### src/rtl/hazard_ctrl_if.sv
// Pipeline-side bundle for the hazard sequencer: decode/EX/MEM status in,
// PC select, stall/flush controls and performance counters out.
interface hazard_ctrl_if #(
    parameter int unsigned CNT_W = 16
);
    logic [4:0]       id_rs1_i;
    logic [4:0]       id_rs2_i;
    logic             id_read1_e_i;
    logic             id_read2_e_i;
    logic             id_jump_e_i;
    logic [4:0]       ex_rd_i;
    logic             ex_memread_i;
    logic             ex_branch_taken_i;
    logic             mem_busy_i;
    logic [1:0]       pc_sel_o;
    logic             stall_pc_o;
    logic             stall_if_id_o;
    logic             stall_id_ex_o;
    logic             flush_if_id_o;
    logic             flush_id_ex_o;
    logic             timeout_o;
    logic [CNT_W-1:0] stall_cnt_o;
    logic [CNT_W-1:0] flush_cnt_o;

    modport master (
        output id_rs1_i, id_rs2_i, id_read1_e_i, id_read2_e_i, id_jump_e_i,
        output ex_rd_i, ex_memread_i, ex_branch_taken_i, mem_busy_i,
        input  pc_sel_o, stall_pc_o, stall_if_id_o, stall_id_ex_o,
        input  flush_if_id_o, flush_id_ex_o, timeout_o, stall_cnt_o, flush_cnt_o
    );

    modport slave (
        input  id_rs1_i, id_rs2_i, id_read1_e_i, id_read2_e_i, id_jump_e_i,
        input  ex_rd_i, ex_memread_i, ex_branch_taken_i, mem_busy_i,
        output pc_sel_o, stall_pc_o, stall_if_id_o, stall_id_ex_o,
        output flush_if_id_o, flush_id_ex_o, timeout_o, stall_cnt_o, flush_cnt_o
    );
endinterface

### src/rtl/hazard_ctrl.sv
// Hazard sequencer for the 5-stage core: load-use stalls, branch/jump redirect
// flushes and data-memory freezes, with saturating stall/flush counters.
module hazard_ctrl #(
    parameter int unsigned FLUSH_CYCLES = 1,
    parameter int unsigned MEM_TIMEOUT  = 255,
    parameter int unsigned CNT_W        = 16
) (
    input logic          clk_i,
    input logic          rst_i,
    hazard_ctrl_if.slave hz
);
    localparam int unsigned WCNT_W = $clog2(MEM_TIMEOUT + 1);
    localparam logic [WCNT_W-1:0] WCNT_LIM = WCNT_W'(MEM_TIMEOUT);
    localparam logic [WCNT_W-1:0] WCNT_PRE = WCNT_W'(MEM_TIMEOUT - 1);
    localparam logic [2:0] FCNT_INIT = 3'(FLUSH_CYCLES - 1);

    typedef enum logic [1:0] {StRun, StLuStall, StFlush, StMemWait} state_e;

    state_e            r_state, r_ret, w_state_d, w_ret_d, w_eff;
    logic [2:0]        r_fcnt, w_fcnt_d;
    logic [WCNT_W-1:0] r_wcnt;
    logic              r_timeout;
    logic [CNT_W-1:0]  r_stall_cnt, r_flush_cnt;
    logic              w_load_use;
    logic [1:0]        w_pc_sel;
    logic              w_stall_pc, w_stall_if_id, w_stall_id_ex;
    logic              w_flush_if_id, w_flush_id_ex;

    always_comb begin
        w_load_use = hz.ex_memread_i && (hz.ex_rd_i != 5'd0) &&
                     ((hz.id_read1_e_i && (hz.id_rs1_i == hz.ex_rd_i)) ||
                      (hz.id_read2_e_i && (hz.id_rs2_i == hz.ex_rd_i)));
        // The cycle that leaves MEM_WAIT behaves exactly like the state it returns to.
        w_eff = (r_state == StMemWait && !hz.mem_busy_i) ? r_ret : r_state;

        w_state_d     = r_state;
        w_ret_d       = r_ret;
        w_fcnt_d      = r_fcnt;
        w_pc_sel      = 2'b00;
        w_stall_pc    = 1'b0;
        w_stall_if_id = 1'b0;
        w_stall_id_ex = 1'b0;
        w_flush_if_id = 1'b0;
        w_flush_id_ex = 1'b0;

        unique case (w_eff)
            StRun, StLuStall: begin
                w_state_d = StRun;
                if (hz.mem_busy_i) begin
                    {w_stall_pc, w_stall_if_id, w_stall_id_ex} = 3'b111;
                    w_ret_d   = StRun;
                    w_state_d = StMemWait;
                end else if (hz.ex_branch_taken_i) begin
                    w_pc_sel = 2'b10;
                    {w_flush_if_id, w_flush_id_ex} = 2'b11;
                    if (FLUSH_CYCLES > 1) begin
                        w_fcnt_d  = FCNT_INIT;
                        w_state_d = StFlush;
                    end
                end else if (w_load_use && (w_eff == StRun)) begin
                    {w_stall_pc, w_stall_if_id, w_flush_id_ex} = 3'b111;
                    w_state_d = StLuStall;
                end else if (hz.id_jump_e_i) begin
                    w_pc_sel      = 2'b01;
                    w_flush_if_id = 1'b1;
                end
            end
            StFlush: begin
                if (hz.mem_busy_i) begin
                    {w_stall_pc, w_stall_if_id, w_stall_id_ex} = 3'b111;
                    w_ret_d   = StFlush;
                    w_state_d = StMemWait;
                end else begin
                    {w_flush_if_id, w_flush_id_ex} = 2'b11;
                    w_fcnt_d  = r_fcnt - 3'd1;
                    w_state_d = (r_fcnt == 3'd1) ? StRun : StFlush;
                end
            end
            StMemWait: begin
                {w_stall_pc, w_stall_if_id, w_stall_id_ex} = 3'b111;
            end
        endcase
    end

    always_ff @(posedge clk_i or posedge rst_i) begin
        if (rst_i) begin
            r_state     <= StRun;
            r_ret       <= StRun;
            r_fcnt      <= '0;
            r_wcnt      <= '0;
            r_timeout   <= 1'b0;
            r_stall_cnt <= '0;
            r_flush_cnt <= '0;
        end else begin
            r_state <= w_state_d;
            r_ret   <= w_ret_d;
            r_fcnt  <= w_fcnt_d;
            if (r_state == StMemWait) begin
                if (hz.mem_busy_i) begin
                    if (r_wcnt != WCNT_LIM) r_wcnt <= r_wcnt + WCNT_W'(1);
                    if (r_wcnt == WCNT_PRE) r_timeout <= 1'b1;
                end else begin
                    r_wcnt <= '0;
                end
            end
            if (w_stall_pc && (r_stall_cnt != '1)) r_stall_cnt <= r_stall_cnt + CNT_W'(1);
            if ((w_flush_if_id || w_flush_id_ex) && (r_flush_cnt != '1)) begin
                r_flush_cnt <= r_flush_cnt + CNT_W'(1);
            end
        end
    end

    // Mealy controls are forced low while reset is held, independent of inputs.
    assign hz.pc_sel_o      = rst_i ? 2'b00 : w_pc_sel;
    assign hz.stall_pc_o    = !rst_i && w_stall_pc;
    assign hz.stall_if_id_o = !rst_i && w_stall_if_id;
    assign hz.stall_id_ex_o = !rst_i && w_stall_id_ex;
    assign hz.flush_if_id_o = !rst_i && w_flush_if_id;
    assign hz.flush_id_ex_o = !rst_i && w_flush_id_ex;
    assign hz.timeout_o     = r_timeout;
    assign hz.stall_cnt_o   = r_stall_cnt;
    assign hz.flush_cnt_o   = r_flush_cnt;
endmodule

### src/flat_wrapper.sv
// flat-port wrapper written by rule: the top's interface ports become plain ports
module hazard_ctrl_flat 
#(
    parameter int unsigned FLUSH_CYCLES = 1,
    parameter int unsigned MEM_TIMEOUT  = 255,
    parameter int unsigned CNT_W        = 16
)
  (clk_i, rst_i, hz_id_rs1_i, hz_id_rs2_i, hz_id_read1_e_i, hz_id_read2_e_i, hz_id_jump_e_i, hz_ex_rd_i, hz_ex_memread_i, hz_ex_branch_taken_i, hz_mem_busy_i, hz_pc_sel_o, hz_stall_pc_o, hz_stall_if_id_o, hz_stall_id_ex_o, hz_flush_if_id_o, hz_flush_id_ex_o, hz_timeout_o, hz_stall_cnt_o, hz_flush_cnt_o);
  hazard_ctrl_if #(.CNT_W(CNT_W)) hz_i ();
  input logic clk_i;
  input logic rst_i;
  input wire logic [$bits(hz_i.id_rs1_i)-1:0] hz_id_rs1_i;
  input wire logic [$bits(hz_i.id_rs2_i)-1:0] hz_id_rs2_i;
  input wire logic [$bits(hz_i.id_read1_e_i)-1:0] hz_id_read1_e_i;
  input wire logic [$bits(hz_i.id_read2_e_i)-1:0] hz_id_read2_e_i;
  input wire logic [$bits(hz_i.id_jump_e_i)-1:0] hz_id_jump_e_i;
  input wire logic [$bits(hz_i.ex_rd_i)-1:0] hz_ex_rd_i;
  input wire logic [$bits(hz_i.ex_memread_i)-1:0] hz_ex_memread_i;
  input wire logic [$bits(hz_i.ex_branch_taken_i)-1:0] hz_ex_branch_taken_i;
  input wire logic [$bits(hz_i.mem_busy_i)-1:0] hz_mem_busy_i;
  output wire logic [$bits(hz_i.pc_sel_o)-1:0] hz_pc_sel_o;
  output wire logic [$bits(hz_i.stall_pc_o)-1:0] hz_stall_pc_o;
  output wire logic [$bits(hz_i.stall_if_id_o)-1:0] hz_stall_if_id_o;
  output wire logic [$bits(hz_i.stall_id_ex_o)-1:0] hz_stall_id_ex_o;
  output wire logic [$bits(hz_i.flush_if_id_o)-1:0] hz_flush_if_id_o;
  output wire logic [$bits(hz_i.flush_id_ex_o)-1:0] hz_flush_id_ex_o;
  output wire logic [$bits(hz_i.timeout_o)-1:0] hz_timeout_o;
  output wire logic [$bits(hz_i.stall_cnt_o)-1:0] hz_stall_cnt_o;
  output wire logic [$bits(hz_i.flush_cnt_o)-1:0] hz_flush_cnt_o;
  assign hz_i.id_rs1_i = hz_id_rs1_i;
  assign hz_i.id_rs2_i = hz_id_rs2_i;
  assign hz_i.id_read1_e_i = hz_id_read1_e_i;
  assign hz_i.id_read2_e_i = hz_id_read2_e_i;
  assign hz_i.id_jump_e_i = hz_id_jump_e_i;
  assign hz_i.ex_rd_i = hz_ex_rd_i;
  assign hz_i.ex_memread_i = hz_ex_memread_i;
  assign hz_i.ex_branch_taken_i = hz_ex_branch_taken_i;
  assign hz_i.mem_busy_i = hz_mem_busy_i;
  assign hz_pc_sel_o = hz_i.pc_sel_o;
  assign hz_stall_pc_o = hz_i.stall_pc_o;
  assign hz_stall_if_id_o = hz_i.stall_if_id_o;
  assign hz_stall_id_ex_o = hz_i.stall_id_ex_o;
  assign hz_flush_if_id_o = hz_i.flush_if_id_o;
  assign hz_flush_id_ex_o = hz_i.flush_id_ex_o;
  assign hz_timeout_o = hz_i.timeout_o;
  assign hz_stall_cnt_o = hz_i.stall_cnt_o;
  assign hz_flush_cnt_o = hz_i.flush_cnt_o;
  hazard_ctrl #(.FLUSH_CYCLES(FLUSH_CYCLES), .MEM_TIMEOUT(MEM_TIMEOUT), .CNT_W(CNT_W)) u_core (.clk_i(clk_i), .rst_i(rst_i), .hz(hz_i));
endmodule
### config.mk
export PLATFORM = sky130hd
export DESIGN_NAME = hazard_ctrl_flat
export DESIGN_NICKNAME = d
export VERILOG_FILES = /design/src/rtl/hazard_ctrl_if.sv /design/src/rtl/hazard_ctrl.sv /design/src/flat_wrapper.sv
export SDC_FILE = /design/constraint.sdc
export NUM_CORES = 1
export LEC_CHECK = 0
export CORE_MARGIN = 2
export CORE_UTILIZATION = 40
export CTS_BUF_LIST = sky130_fd_sc_hd__clkbuf_4
export CTS_CLUSTER_DIAMETER = 60
export DETAILED_ROUTE_END_ITERATION = 12
export PLACE_DENSITY = 0.67
export SETUP_SLACK_MARGIN = 0.2
export SLEW_MARGIN = 20
export SYNTH_ARGS = -nofsm -noshare
export SYNTH_HDL_FRONTEND = slang
export SYNTH_SLANG_ARGS = --single-unit
### constraint.sdc
create_clock -name clk_i -period 4.2 [get_ports clk_i]
set_input_delay 0.42 -clock clk_i [delete_from_list [all_inputs] [get_ports clk_i]]
set_output_delay 0.42 -clock clk_i [all_outputs]
set_load 0.01 [all_outputs]
# After elaboration in Yosys (flattened, before gate mapping)
# Cells that the tools add are included.
[word_totals] in_bits=23 reg_bits=48 out_inout_bits=40
[op_classes] n_addsub=4 n_eq_ne=14 bitwise_logic=1 reduce_logical=25 mux=33
[op_table] op="$add 16x1->16 const B" n=2
[op_table] op="$ne 16x16->1 const B" n=2
[op_table] op="$mux 2" n=12
[op_table] op="$mux 8" n=2
[op_table] op="$mux 1" n=13
[op_table] op="$logic_and 1x1->1" n=12
[op_table] op="$eq 5x5->1" n=2
[op_table] op="$add 8x1->8 const B" n=1
[op_table] op="$eq 8x8->1 const B" n=1
[op_table] op="$ne 8x8->1 const B" n=1
[op_table] op="$pmux 2 s2" n=2
[op_table] op="$eq 2x2->1 const B" n=3
[op_table] op="$pmux 1 s2" n=3
[op_table] op="$reduce_and 3->1" n=2
[op_table] op="$reduce_bool 5->1" n=1
[op_table] op="$ne 2x2->1 const B" n=2
[op_table] op="$reduce_and 2->1" n=2
[op_table] op="$eq 3x1->1 const B" n=1
[op_table] op="$pmux 1 s3" n=1
[op_table] op="$reduce_or 3->1" n=1
[op_table] op="$sub 3x1->3 const B" n=1
[op_table] op="$eq 2x1->1 const B" n=1
[op_table] op="$logic_not 1->1" n=2
[op_table] op="$logic_not 2->1" n=1
[op_table] op="other kinds (5)" n=6

# Logic depth before layout (Yosys ltp)
# Gate-level depths: netlist of the first run.
[logic_depth] ltp_word=11 mapped_depth=8

# Worst setup path after synthesis of the first run
# Ideal clock, no wire load.
[synth_timing] path_type="in2out" start="input rst_i" end="output hz_stall_pc_o" arrival_time_ps=1875 slack_ps=1905 t_required_ps=3780 stages=3 n_path_buf=1 cell_sequence="inv_1 > and2_1 > buf_4"
[synth_via] elab_chain_cells=2
[synth_lines] item="start, declared" line="flat_wrapper.sv:11" source="input logic rst_i;"
[synth_lines] item="$logic_not 1->1 (no source line)"
[synth_lines] item="$logic_and 1x1->1"
[synth_lines] item="end, declared" line="flat_wrapper.sv:22" source="output wire logic [$bits(hz_i.stall_pc_o)-1:0] hz_stall_pc_o;"
# Every way passes these cells.

# Final worst setup path of the first run
[layout_timing] start="input hz_ex_rd_i[1]" end="output hz_stall_if_id_o"
[layout_via] elab_chain_cells=10
[layout_lines] item="start, declared" line="flat_wrapper.sv:17" source="input wire logic [$bits(hz_i.ex_rd_i)-1:0] hz_ex_rd_i;"
[layout_lines] item="$eq 5x5->1 (on tied branches)" line="hazard_ctrl.sv:31, hazard_ctrl.sv:32"
[layout_lines] item="$logic_and 1x1->1 (on tied branches)" line="hazard_ctrl.sv:31, hazard_ctrl.sv:32"
[layout_lines] item="$logic_or 1x1->1" line="hazard_ctrl.sv:31" source="((hz.id_read1_e_i && (hz.id_rs1_i == hz.ex_rd_i)) ||"
[layout_lines] item="$logic_and 1x1->1 *" line="hazard_ctrl.sv:30" source="w_load_use = hz.ex_memread_i && (hz.ex_rd_i != 5'd0) &&"
[layout_lines] item="$logic_and 1x1->1 *" line="hazard_ctrl.sv:60" source="end else if (w_load_use && (w_eff == StRun)) begin"
[layout_lines] item="$mux 1 *" line="hazard_ctrl.sv:60"
[layout_lines] item="$mux 1 *" line="hazard_ctrl.sv:53" source="end else if (hz.ex_branch_taken_i) begin"
[layout_lines] item="$mux 1 *" line="hazard_ctrl.sv:49" source="if (hz.mem_busy_i) begin"
[layout_lines] item="$pmux 1 s3 *" line="hazard_ctrl.sv:46" source="unique case (w_eff)"
[layout_lines] item="$logic_and 1x1->1 *" line="hazard_ctrl.sv:116" source="assign hz.stall_if_id_o = !rst_i && w_stall_if_id;"
[layout_lines] item="end, declared" line="flat_wrapper.sv:23" source="output wire logic [$bits(hz_i.stall_if_id_o)-1:0] hz_stall_if_id_o;"
# Mark *: on every way between the ends. The rest lies on a longest branch, timed or not.

==> results of run 1 <==
-- power groups by stage --
stage | Clock, mW | Combinational (mW) | Sequential, mW
5_1_grt | 0.248 | 0.632 | 0.748
4_1_cts | 0.228 | 0.569 | 0.721
3_3_place_gp | 0 | 0.551 | 0.726
3_5_place_dp | 0 | 0.565 | 0.728
2_1_floorplan | 0 | 0.279 | 0.736
6_report | 0.221 | 0.560 | 0.721
-- synthesized netlist by cell type (all sizes together) (2+ instances only) --
cell,number,area share
nor3,17,0.034
ha,6,0.030
nand3,11,0.022
o21ai,4,0.0079
and3,7,0.017
inv,9,0.013
nand4,10,0.025
xnor2,15,0.052
dfrtp,47,0.47
buf,5,0.014
o22ai,2,0.0050
nor4,6,0.015
nand2,25,0.037
nor2b,3,0.0074
or3,2,0.0050
xor2,30,0.10
mux2,2,0.010
a31oi,3,0.013
nor3b,3,0.011
a21oi,8,0.020
and2,4,0.0099
o21bai,2,0.0059
nor2,17,0.025
-- cells in the final DEF, fill, tap and decap left out, types with 2 or more instances in the layout --
cell	netlist	final
clkbuf_4	0	5
dfrtp_1	47	47
nor4_1	6	6
a31oi_1	2	2
a21oi_1	7	7
nor2b_1	3	3
clkdlybuf4s50_1	0	62
o22ai_1	2	2
buf_4	2	2
xnor2_1	15	15
nand2_1	25	25
nand3_1	11	11
nor3_1	17	17
ha_1	6	6
inv_1	9	8
or3_1	2	2
and2_1	4	4
nor3b_1	2	2
o21bai_1	2	2
nand4_1	10	10
xor2_1	30	30
and3_1	7	7
o21ai_0	4	4
nor2_1	17	17
-- worst register-to-register path, stage by stage (launching register included) --
cell	delay, ps
dfrtp_1	450
ha_1	270
nand4_1	120
nor4_1	440
a211oi_1	150
a21oi_4	420
mux2_4	340
-- sequential cells by signal, indices dropped and copies added, names as in the netlist --
register	cells
u_core.r_fcnt	3
u_core.hz.stall_cnt_o	16
u_core.hz.timeout_o	1
u_core.hz.flush_cnt_o	16
u_core.r_wcnt	8
u_core.r_state	2
u_core.r_ret	1
-- metrics by stage --
| stage | utilization | hold WS (ps) | cells | power (mW) | cell area, µm² |
|---|---|---|---|---|---|
| 2_1_floorplan | - | 445.4 | 252 | 1.014 | 2524 |
| 3_3_place_gp | 0.5332 | 462.9 | 385 | 1.277 | 3213 |
| 3_5_place_dp | 0.5332 | 472.1 | 385 | 1.293 | 3213 |
| 4_1_cts | 0.5428 | 490.7 | 393 | 1.518 | 3271 |
| 5_1_grt | 0.5428 | 529.2 | 393 | 1.628 | 3271 |
| 6_report | 0.5428 | 487.9 | 393 | 1.502 | 3271 |
-- area by class of cell --
type	count	area [µm²]
Sequential cell	47	1176
Clock inverter	3	20.02
Tap cell	75	93.84
Multi-Input combinational cell	190	1274
Inverter	9	33.78
Timing Repair Buffer	64	635.6
Fill cell	578	2755
Clock buffer	5	37.54
-- cells by family (layout without fill, tap and decap cells) --
family,after synthesis,in the layout,share of synthesized area
AOI/OAI and AO/OA,25,25,0.07685
and+or+nand+nor,112,112,0.2315
buffers and inverters,15,81,0.02925
adders and majority gates,6,6,0.02975
xor gates and xnor gates,45,45,0.1562
muxes,2,2,0.01041
DFF,47,47,0.4660
-- layer usage --
metal | vias to the layer above | global-route usage | routed length (µm)
met4 | 0 | 0.03666 | 24
met1 | 977 | 0.2409 | 2586
met5 | - | 0 | 0
met2 | 50 | 0.2698 | 2626
li1 | 1005 | - | -
met3 | 2 | 0.03976 | 227
-- final timing paths --
check | end | slack [ps] | cells after the start
min in group asynchronous | u_core.hz.stall_cnt_o[1] | 630 | 3
worst max register to register | u_core.hz.flush_cnt_o[1] | 1920 | 6
worst max-delay path | hz_stall_if_id_o | 950 | 8
max in group asynchronous | u_core.hz.flush_cnt_o[15] | 3160 | 3
worst min-delay path | u_core.r_fcnt[2] | 490 | 1
worst min register to register | u_core.r_fcnt[2] | 490 | 1
==> metrics.md, run 1 <==
| Metric | Value |
|---|---|
| Fin. Hold Viols | 0 |
| Post-route ant nets | 0 |
| CTS Sinks | 47 |
| Worst path cell trace | clkdlybuf4s50_1 -> xnor2_1 -> nand4_1 -> o22ai_1 -> nand2_1 -> o21bai_1 -> and2_1 -> clkdlybuf4s50_1 |
| GRT Total Usage | 0.1709 |
| Clk_skew | 19.89 ps |
| Nets | 346 |
| VDD IR max | 0.4522 mV |
| Number of global-route vias before repair | roughly 2,000 |
| Cts repair resizes | 0 |
| Dpl ws | 922.7 ps |
| Initial DRC count | 126 |
| Reg power frac | 0.480 |
| Hold_sp | u_core.r_fcnt[2] |
| CTS Root Buffer Type | clkbuf_4 |
| Detailed-route via count | 2,034 |
| WL final | 5465 µm |
| Crit-path max cell delay | roughly 550 ps |
| Family with the most delay on the worst path | buffers and inverters |
| CP dominant cell by count | clkdlybuf4s50_1 |
| Total grt overflow | 0 |
| R2R Path Start | u_core.hz.flush_cnt_o[0] |
| Outcome | finished clean |
| Cell Area, Synth | 2524 µm² |
| Setup Crit Path Kind | in -> out |
| Post-synthesis sequential area ratio | 0.4660 |
| Fin crit period | 3254 ps |
| Cts hold-fix bufs | 0 |
| Crit path max fanout | 3 |
| Gate power share | 0.373 |
| Initial Utilization | 0.4188 |
| DR pass1 iterations | 4 |
| Crit. End Element | output pin |
| Final setup margin | about 950 ps |
| Synthesized instance count | about 250 |
| Psw | 0.5573 mW |
| Placer Congestion | roughly 0.76 |
| Slowest CP cell | clkdlybuf4s50_1 |
| Initial antenna violation count | 0 |
| Die Width | 83.43 µm |
| Max Fclk | between 0.3 and 0.4 GHz |
| Number of synthesized flops with an enable pin | 0 |
| First-pass GRT wire length | 9860 µm |
| Sw Share | 0.3711 |
| Site row count | 28 |
| Final slew viol count | 0 |
| Synthesis Warnings | 0 |
| Residual DRC | 0 |
| # diodes | 0 |
| TritonCTS clock tree | built |
| Synth Register Bits | 47 |
| Unique masters post-synth | 43 |
| Final worst-path cycle share | 0.7748 |
| Finish-stage setup viols | 0 |
| DPL Wire Length | 3982 µm |
| Slew @ Worst Pin | 592.6 ps |
| Pin count of the biggest net entering global routing | 48 |
| Via-to-Cell Ratio | 5.176 |
| Crit path buf inv count | 2 |
| Routed wire length per instance | around 14 µm |
| Worst Path Arrival | 2830 ps |
| Cell area power density | about 460 nW/µm² |
| Top_reg_cell synth | dfrtp_1 |
| Die Span Y | 83.43 µm |
| Syn Nets | ~280 |
| TNS Setup | 0 ps |
| Clk Latency, worst-skew pair | approximately 370 ps |
| Clock tree buffer depth | 2 |
| Min-Delay Path Class | reg -> reg |
| Port-buffer cells | 62 |
| Critical Path RT | 3780 ps |
| Async SR Flop Fraction | 1.000 |
| DIE AREA | 6961 µm² |
| Area Overhead vs Synth | 29.60% |
| H-tree levels | 2 |
| Clk pwr share | 0.147 |
| Clk slew on worst S/H paths | 130 ps |
| RSZ-0062 raised after global routing | false |
| Mapped Avg Cell Area | around 10 µm² |
| Post-CTS setup buffers | 0 |
| Total clock buffers created by CTS | 5 |
| Maximum Capacitance Violations | 0 |
| Fraction of layout cells with a size suffix above 1 | 0.05975 |
| Slew Limit Headroom | 0.6049 |
| CORE AREA | 6026 µm² |
| Worst Setup SP | hz_ex_rd_i[1] |
| IO Pins | 63 |
| Leakage | 1.373 nW |
| P_int | between 0.9 and 1 mW |
| CP startpoint kind | input pin |
(Power assumes the default switching activity.)
==> run 2, diff against run 1 <==
--- a/config.mk
+++ b/config.mk
@@ -10,7 +10,7 @@
 export CTS_BUF_LIST = sky130_fd_sc_hd__clkbuf_4
 export CTS_CLUSTER_DIAMETER = 60
 export DETAILED_ROUTE_END_ITERATION = 12
-export PLACE_DENSITY = 0.67
+export PLACE_DENSITY = 0.7
 export SETUP_SLACK_MARGIN = 0.2
 export SLEW_MARGIN = 20
 export SYNTH_ARGS = -nofsm -noshare
==> constraint.sdc (replaced) <==
create_clock -name clk_i -period 2.8 [get_ports clk_i]
set_input_delay 0.28 -clock clk_i [delete_from_list [all_inputs] [get_ports clk_i]]
set_output_delay 0.28 -clock clk_i [all_outputs]
set_load 0.01 [all_outputs]
==> metrics.md, run 2 (synthesis results as in run 1) <==
| Metric | Value |
|---|---|
| Outcome | finished clean (unchanged) |
| Most used routing layer | met2 (unchanged) |
| Site row count | 28 (unchanged) |
| Setup Crit Path Kind | in -> out (unchanged) |
| Clk slew on worst S/H paths | 150 ps (was 130 ps) |
| Total grt overflow | 0 (unchanged) |
| GRT Total Usage | 0.1622 (was 0.1709) |
| Total clock buffers created by CTS | 5 (unchanged) |
| Final setup margin | 303.7 ps (was 945.8 ps) |
| RSZ-0062 raised after global routing | false (unchanged) |
| Finish-stage setup viols | 0 (unchanged) |
| CTS Sinks | 47 (unchanged) |
| Min-Delay Path Class | in -> async (was reg -> reg) |
| Pin count of the biggest net entering global routing | 48 (unchanged) |
| WL final | 5439 µm (was 5465 µm) |
| DR pass1 iterations | 4 (unchanged) |
| Die Span Y | 83.43 µm (unchanged) |
| Worst R2R End | u_core.r_wcnt[7] (was u_core.hz.flush_cnt_o[1]) |
| Placed Cells | 392 (was 385) |
| Cell area power density | 701.3 nW/µm² (was 459.1 nW/µm²) |
| Port-buffer cells | 62 (unchanged) |
| Detailed-route via count | 2,090 (was 2,034) |
| Met3 Usage GRT | 0.04076 (was 0.03976) |
| Slew Limit Headroom | 0.6058 (was 0.6049) |
| Crit path max fanout | 3 (unchanged) |
| Register-to-register setup slack | 560 ps (was 1920 ps) |
| Post-route ant nets | 0 (unchanged) |
| Placer Congestion | 0.7881 (was 0.7610) |
| R2R depth | 7 (was 6) |
| Clk Latency, worst-skew pair | 370 ps (about the same) |
| Fill cells | 542 (was 578) |
| Initial antenna violation count | 0 (unchanged) |
| TritonCTS clock tree | built (unchanged) |
| CORE AREA | 6026 µm² (unchanged) |
| DPL Wire Length | 4084 µm (was 3982 µm) |
| Most frequent cells in the layout | clkdlybuf4s50_1, dfrtp_1, xor2_1, nand2_1 (unchanged) |
| Post-CTS setup buffers | 0 (unchanged) |
| Nets | 353 (was 346) |
| CP startpoint kind | input pin (unchanged) |
| Final slew viol count | 0 (unchanged) |
| Critical Path RT | 2520 ps (was 3780 ps) |
| Most common cell after layout, fill and taps aside | clkdlybuf4s50_1 (unchanged) |
| Initial DRC count | 42 (was 126) |
| R2R Path Start | u_core.r_wcnt[1] (was u_core.hz.flush_cnt_o[0]) |
| Leakage | 1.445 nW (was 1.373 nW) |
| Worst hold margin | 447.6 ps (was 487.9 ps) |
| Clk_skew | 18.72 ps (was 19.89 ps) |
| TNS Setup | 0 ps (unchanged) |
| H-tree levels | 2 (unchanged) |
| # diodes | 0 (unchanged) |
| Area Overhead vs Synth | 33.12% (was 29.60%) |
| Fin crit period | 2496 ps |
| Cts hold-fix bufs | 0 (unchanged) |
| Fin cells | 400 (was 393) |
| Fin. Hold Viols | 0 (unchanged) |
| Clock tree buffer depth | 2 (unchanged) |
| Die Width | 83.43 µm (unchanged) |
| Crit-path max cell delay | 510 ps (was 550 ps) |
| CTS Root Buffer Type | clkbuf_4 (unchanged) |
| Worst path cell trace | clkdlybuf4s50_1 -> or4_4 -> o221a_4 -> nand2_1 -> o21bai_1 -> and2_1 -> dlygate4sd2_1 (was clkdlybuf4s50_1 -> xnor2_1 -> nand4_1 -> o22ai_1 -> nand2_1 -> o21bai_1 -> and2_1 -> clkdlybuf4s50_1) |
| Grt met1 use | 0.2142 (was 0.2409) |
| Routed wire length per instance | 13.60 µm (was 13.91 µm) |
| Slew @ Worst Pin | 591.2 ps (was 592.6 ps) |
| Number of global-route vias before repair | 2,031 (was 2,023) |
| Max Fclk | ~0.40 GHz |
| Final worst-path cycle share | 0.8915 |
| Fraction of layout cells with a size suffix above 1 | 0.08615 (was 0.05975) |
| DIE AREA | 6961 µm² (unchanged) |
| Crit. End Element | output pin (unchanged) |
| First-pass GRT wire length | 9446 µm (was 9860 µm) |
| Grt met2 use | 0.2749 (was 0.2698) |
| Dpl ws | -9.038 ps (was 922.7 ps) |
| Total power | 2.356 mW (was 1.502 mW) |
| Maximum Capacitance Violations | 0 (unchanged) |
| Via-to-Cell Ratio | 5.225 (was 5.176) |
| Slowest CP cell | or4_4 (was clkdlybuf4s50_1) |
| Residual DRC | 0 (unchanged) |
| VDD IR max | 0.5118 mV (was 0.4522 mV) |
| Initial Utilization | 0.4188 (unchanged) |
| IO Pins | 63 (unchanged) |
| Worst Path Arrival | 2220 ps (was 2830 ps) |
## run 2: cell types whose count changed in the layout (fill, tap and decap cells not counted)
cell             previous run  this run
buf_12                      0         1
buf_4                       2         8
bufinv_16                   0         1
clkdlybuf4s50_1            62        57
clkinv_1                    1         0
clkinv_4                    1         0
dlygate4sd2_1               0         5
inv_6                       0         1
or4_1                       1         0
or4_4                       0         1
## run 2: worst max-delay path by stage
stage / startpoint / endpoint / cells past startpoint
after global placement: hz_ex_rd_i[2] / hz_pc_sel_o[0] / 7
after CTS: hz_ex_rd_i[0] / hz_stall_pc_o / 7
final: hz_ex_rd_i[2] / hz_stall_pc_o / 7
after floorplan: hz_ex_rd_i[0] / u_core.hz.flush_cnt_o[1] / 6
after global routing: hz_ex_rd_i[2] / hz_pc_sel_o[0] / 7
after detailed placement: hz_ex_rd_i[0] / hz_pc_sel_o[0] / 7
## run 2: final cells by class
type	count	area [µm²]	share of cell area
flip-flops and latches	47	1176	0.3501
well taps	75	93.84	0.02793
clock inverters	3	46.29	0.01378
multi-input cells	190	1277	0.3803
inverters	9	33.78	0.01006
repair buffers	71	694.4	0.2067
clock buffers	5	37.54	0.01117
## run 2: routing by layer
metal,wire length (µm),share of wire
met5,0,0
met1,2458,0.45
met2,2658,0.49
met4,27,0.0050
met3,294,0.054
## run 2: critical path, delay by kind of cell
family          cells  cell delay, ps
simple gates        3             810
compound gates      2             350
buf+inv             2             760
## run 2: through the flow
step	util	instance area, µm²
finish	0.5575	3359
global route	0.5575	3359
CTS	0.5575	3359
detailed placement	0.5440	3278
global placement	0.5440	3278
floorplan	-	2524
## run 2: repair_timing
item	4_1_cts	5_1_grt
resized for setup	6	0
setup endpoints to repair	5	0
endpoints found under the hold margin	0	0
## run 2: where the power goes
group / total (mW) / switching [mW] / internal, mW
clock: 0.423 / 0.232 / 0.191
combinational: 0.850 / 0.377 / 0.473
sequential: 1.08 / 0.226 / 0.857
total: 2.36 / 0.835 / 1.52
==> run 3, diff against run 2 <==
--- a/config.mk
+++ b/config.mk
@@ -5,7 +5,6 @@
 export SDC_FILE = /design/constraint.sdc
 export NUM_CORES = 1
 export LEC_CHECK = 0
-export CORE_MARGIN = 2
 export CORE_UTILIZATION = 40
 export CTS_BUF_LIST = sky130_fd_sc_hd__clkbuf_4
 export CTS_CLUSTER_DIAMETER = 60
==> metrics.md, run 3 (synthesis results as in run 1) <==
| Metric | Value |
|---|---|
| Cts hold-fix bufs | 0 (unchanged) |
| Crit. End Element | output pin (unchanged) |
| Placer Congestion | 0.7839 (was 0.7881) |
| Fin cells | 401 (was 400) |
| Slew Limit Headroom | 0.5986 (was 0.6058) |
| Fin. Hold Viols | 0 (unchanged) |
| Fill cells | 520 (was 542) |
| Worst Path Arrival | 2260 ps (was 2220 ps) |
| Outcome | finished clean (unchanged) |
| Critical Path RT | 2520 ps (about the same) |
| Min-Delay Path Class | reg -> reg (was in -> async) |
| Dpl ws | -101.8 ps (was -9.038 ps) |
| IO Pins | 63 (unchanged) |
| Setup Crit Path Kind | in -> out (unchanged) |
| Final setup margin | 258.5 ps (was 303.7 ps) |
| CP startpoint kind | input pin (unchanged) |
| Post-route ant nets | 0 (unchanged) |
| Routed wire length per instance | 13.43 µm (was 13.60 µm) |
| Leakage | 1.443 nW (was 1.445 nW) |
| Pin count of the biggest net entering global routing | 48 (unchanged) |
| Fin crit period | 2542 ps (was 2496 ps) |
| Initial antenna violation count | 0 (unchanged) |
| Site row count | 28 (unchanged) |
| Clk pwr share | 0.148 (was 0.180) |
| Most common cell after layout, fill and taps aside | clkdlybuf4s50_1 (unchanged) |
| GRT Total Usage | 0.1742 (was 0.1622) |
| Max Fclk | 0.3935 GHz (was 0.4006 GHz) |
| Crit path max fanout | 3 (unchanged) |
| Psw | 0.8421 mW (was 0.8350 mW) |
| Gate power share | 0.376 (was 0.361) |
| Residual DRC | 0 (unchanged) |
| Reg area | 1176 µm² (unchanged) |
| Finished Core Util | 0.5608 (was 0.5575) |
| VDD IR max | 0.4614 mV (was 0.5118 mV) |
| CTS Root Buffer Type | clkbuf_4 (unchanged) |
| Number of global-route vias before repair | 1,922 (was 2,031) |
| P_int | 1.437 mW (was 1.521 mW) |
| Finish-stage setup viols | 0 (unchanged) |
| CTS Sinks | 47 (unchanged) |
| Sw Share | 0.3694 (was 0.3544) |
| R2R Path Start | u_core.r_wcnt[1] (unchanged) |
| Initial Utilization | 0.4213 (was 0.4188) |
| DPL Wire Length | 3945 µm (was 4084 µm) |
| Multi-input combinational cell area | 1284 µm² (was 1277 µm²) |
| Nets | 354 (was 353) |
| Worst Setup SP | hz_ex_rd_i[0] (was hz_ex_rd_i[2]) |
| DR pass1 iterations | 4 (unchanged) |
| Initial DRC count | 54 (was 42) |
| WL final | 5387 µm (was 5439 µm) |
| Clk Latency, worst-skew pair | 370 ps (about the same) |
| Final worst-path cycle share | 0.9077 (was 0.8915) |
| Final slew viol count | 0 (unchanged) |
| Maximum Capacitance Violations | 0 (unchanged) |
| TritonCTS clock tree | built (unchanged) |
| H-tree levels | 2 (unchanged) |
| RSZ-0062 raised after global routing | true (was false) |
| Cell area power density | 678.5 nW/µm² (was 701.3 nW/µm²) |
| Slew @ Worst Pin | 602.1 ps (was 591.2 ps) |
| Total clock buffers created by CTS | 5 (unchanged) |
| Clk slew on worst S/H paths | 130 ps (was 150 ps) |
| Clock tree buffer depth | 2 (unchanged) |
| # diodes | 0 (unchanged) |
| DIE AREA | 6631 µm² (was 6961 µm²) |
| Hold_sp | u_core.r_fcnt[2] |
| Clk_skew | 20.12 ps (was 18.72 ps) |
| CORE AREA | 5991 µm² (was 6026 µm²) |
| Die Span Y | 81.43 µm (was 83.43 µm) |
| Die Width | 81.43 µm (was 83.43 µm) |
| Via-to-Cell Ratio | 5.234 (was 5.225) |
| Placed Cells | 393 (was 392) |
| Reg power frac | 0.476 (was 0.460) |
| TNS Setup | 0 ps (unchanged) |
| Area Overhead vs Synth | 33.12% (unchanged) |
| Detailed-route via count | 2,099 (was 2,090) |
| First-pass GRT wire length | 8880 µm (was 9446 µm) |
| Post-CTS setup buffers | 0 (unchanged) |
| Total grt overflow | 0 (unchanged) |
| Port-buffer cells | 62 (unchanged) |
| Fraction of layout cells with a size suffix above 1 | 0.09509 (was 0.08615) |
| Most frequent cells in the layout | clkdlybuf4s50_1, dfrtp_1, xor2_1, nand2_1 (unchanged) |
-- run 3: path summary, 6_finish.rpt --
path / to / slack, ps / depth (start not counted)
setup / recovery: hz_stall_pc_o / 260 / 7
hold / removal: u_core.r_fcnt[2] / 480 / 1
setup reg to reg: u_core.r_wcnt[5] / 600 / 7
hold reg to reg: u_core.r_fcnt[2] / 480 / 1
max in group asynchronous: u_core.r_wcnt[2] / 1880 / 3
min in group asynchronous: u_core.hz.flush_cnt_o[13] / 490 / 3
-- run 3: final cells by class --
cell class | count | share of cell area
Clock buffer | 5 | 0.01117
Inverter | 9 | 0.01006
Clock inverter | 3 | 0.006704
Multi-Input combinational cell | 190 | 0.3821
Sequential cell | 47 | 0.3501
Timing Repair Buffer | 72 | 0.2119
Tap cell | 75 | 0.02793
-- run 3: routing by layer --
metal / part of all wire / GRT usage / vias up
met4: 0.0091 / 0.04286 / 0
met1: 0.45 / 0.2119 / 1027
met2: 0.50 / 0.3058 / 45
met3: 0.043 / 0.04444 / 6
met5: 0 / 0 / -
li1: - / - / 1021
-- run 3: power by group through the flow --
stage          registers, mW  logic [mW]  clock network, mW
2_1_floorplan           1.10       0.418                  0
3_3_place_gp            1.09       0.842                  0
3_5_place_dp            1.10       0.861                  0
4_1_cts                 1.09       0.869              0.357
5_1_grt                 1.12       0.945              0.393
6_report                1.08       0.857              0.338
-- run 3: per-stage QoR --
stage	cell area, µm²	hold slack, ps	power (mW)
floorplan	2524	390.0	1.521
global placement	3298	461.9	1.932
detailed placement	3298	464.5	1.957
CTS	3356	485.9	2.312
global route	3359	531.1	2.454
finish	3359	483.3	2.280
-- run 3: worst max-delay path: stages --
cell             delay, ps
clkdlybuf4s50_1        470
or4_4                  570
o221a_4                270
nand2_1                130
o21bai_1                90
and2_1                 170
dlygate4sd2_1          280
-- run 3: what timing repair did --
action | 4_1_cts | 5_1_grt
pin swaps | 0 | 0
endpoints found under the hold margin | 0 | 0
gates resized for setup | 6 | 5
endpoints found under the setup margin | 5 | 2
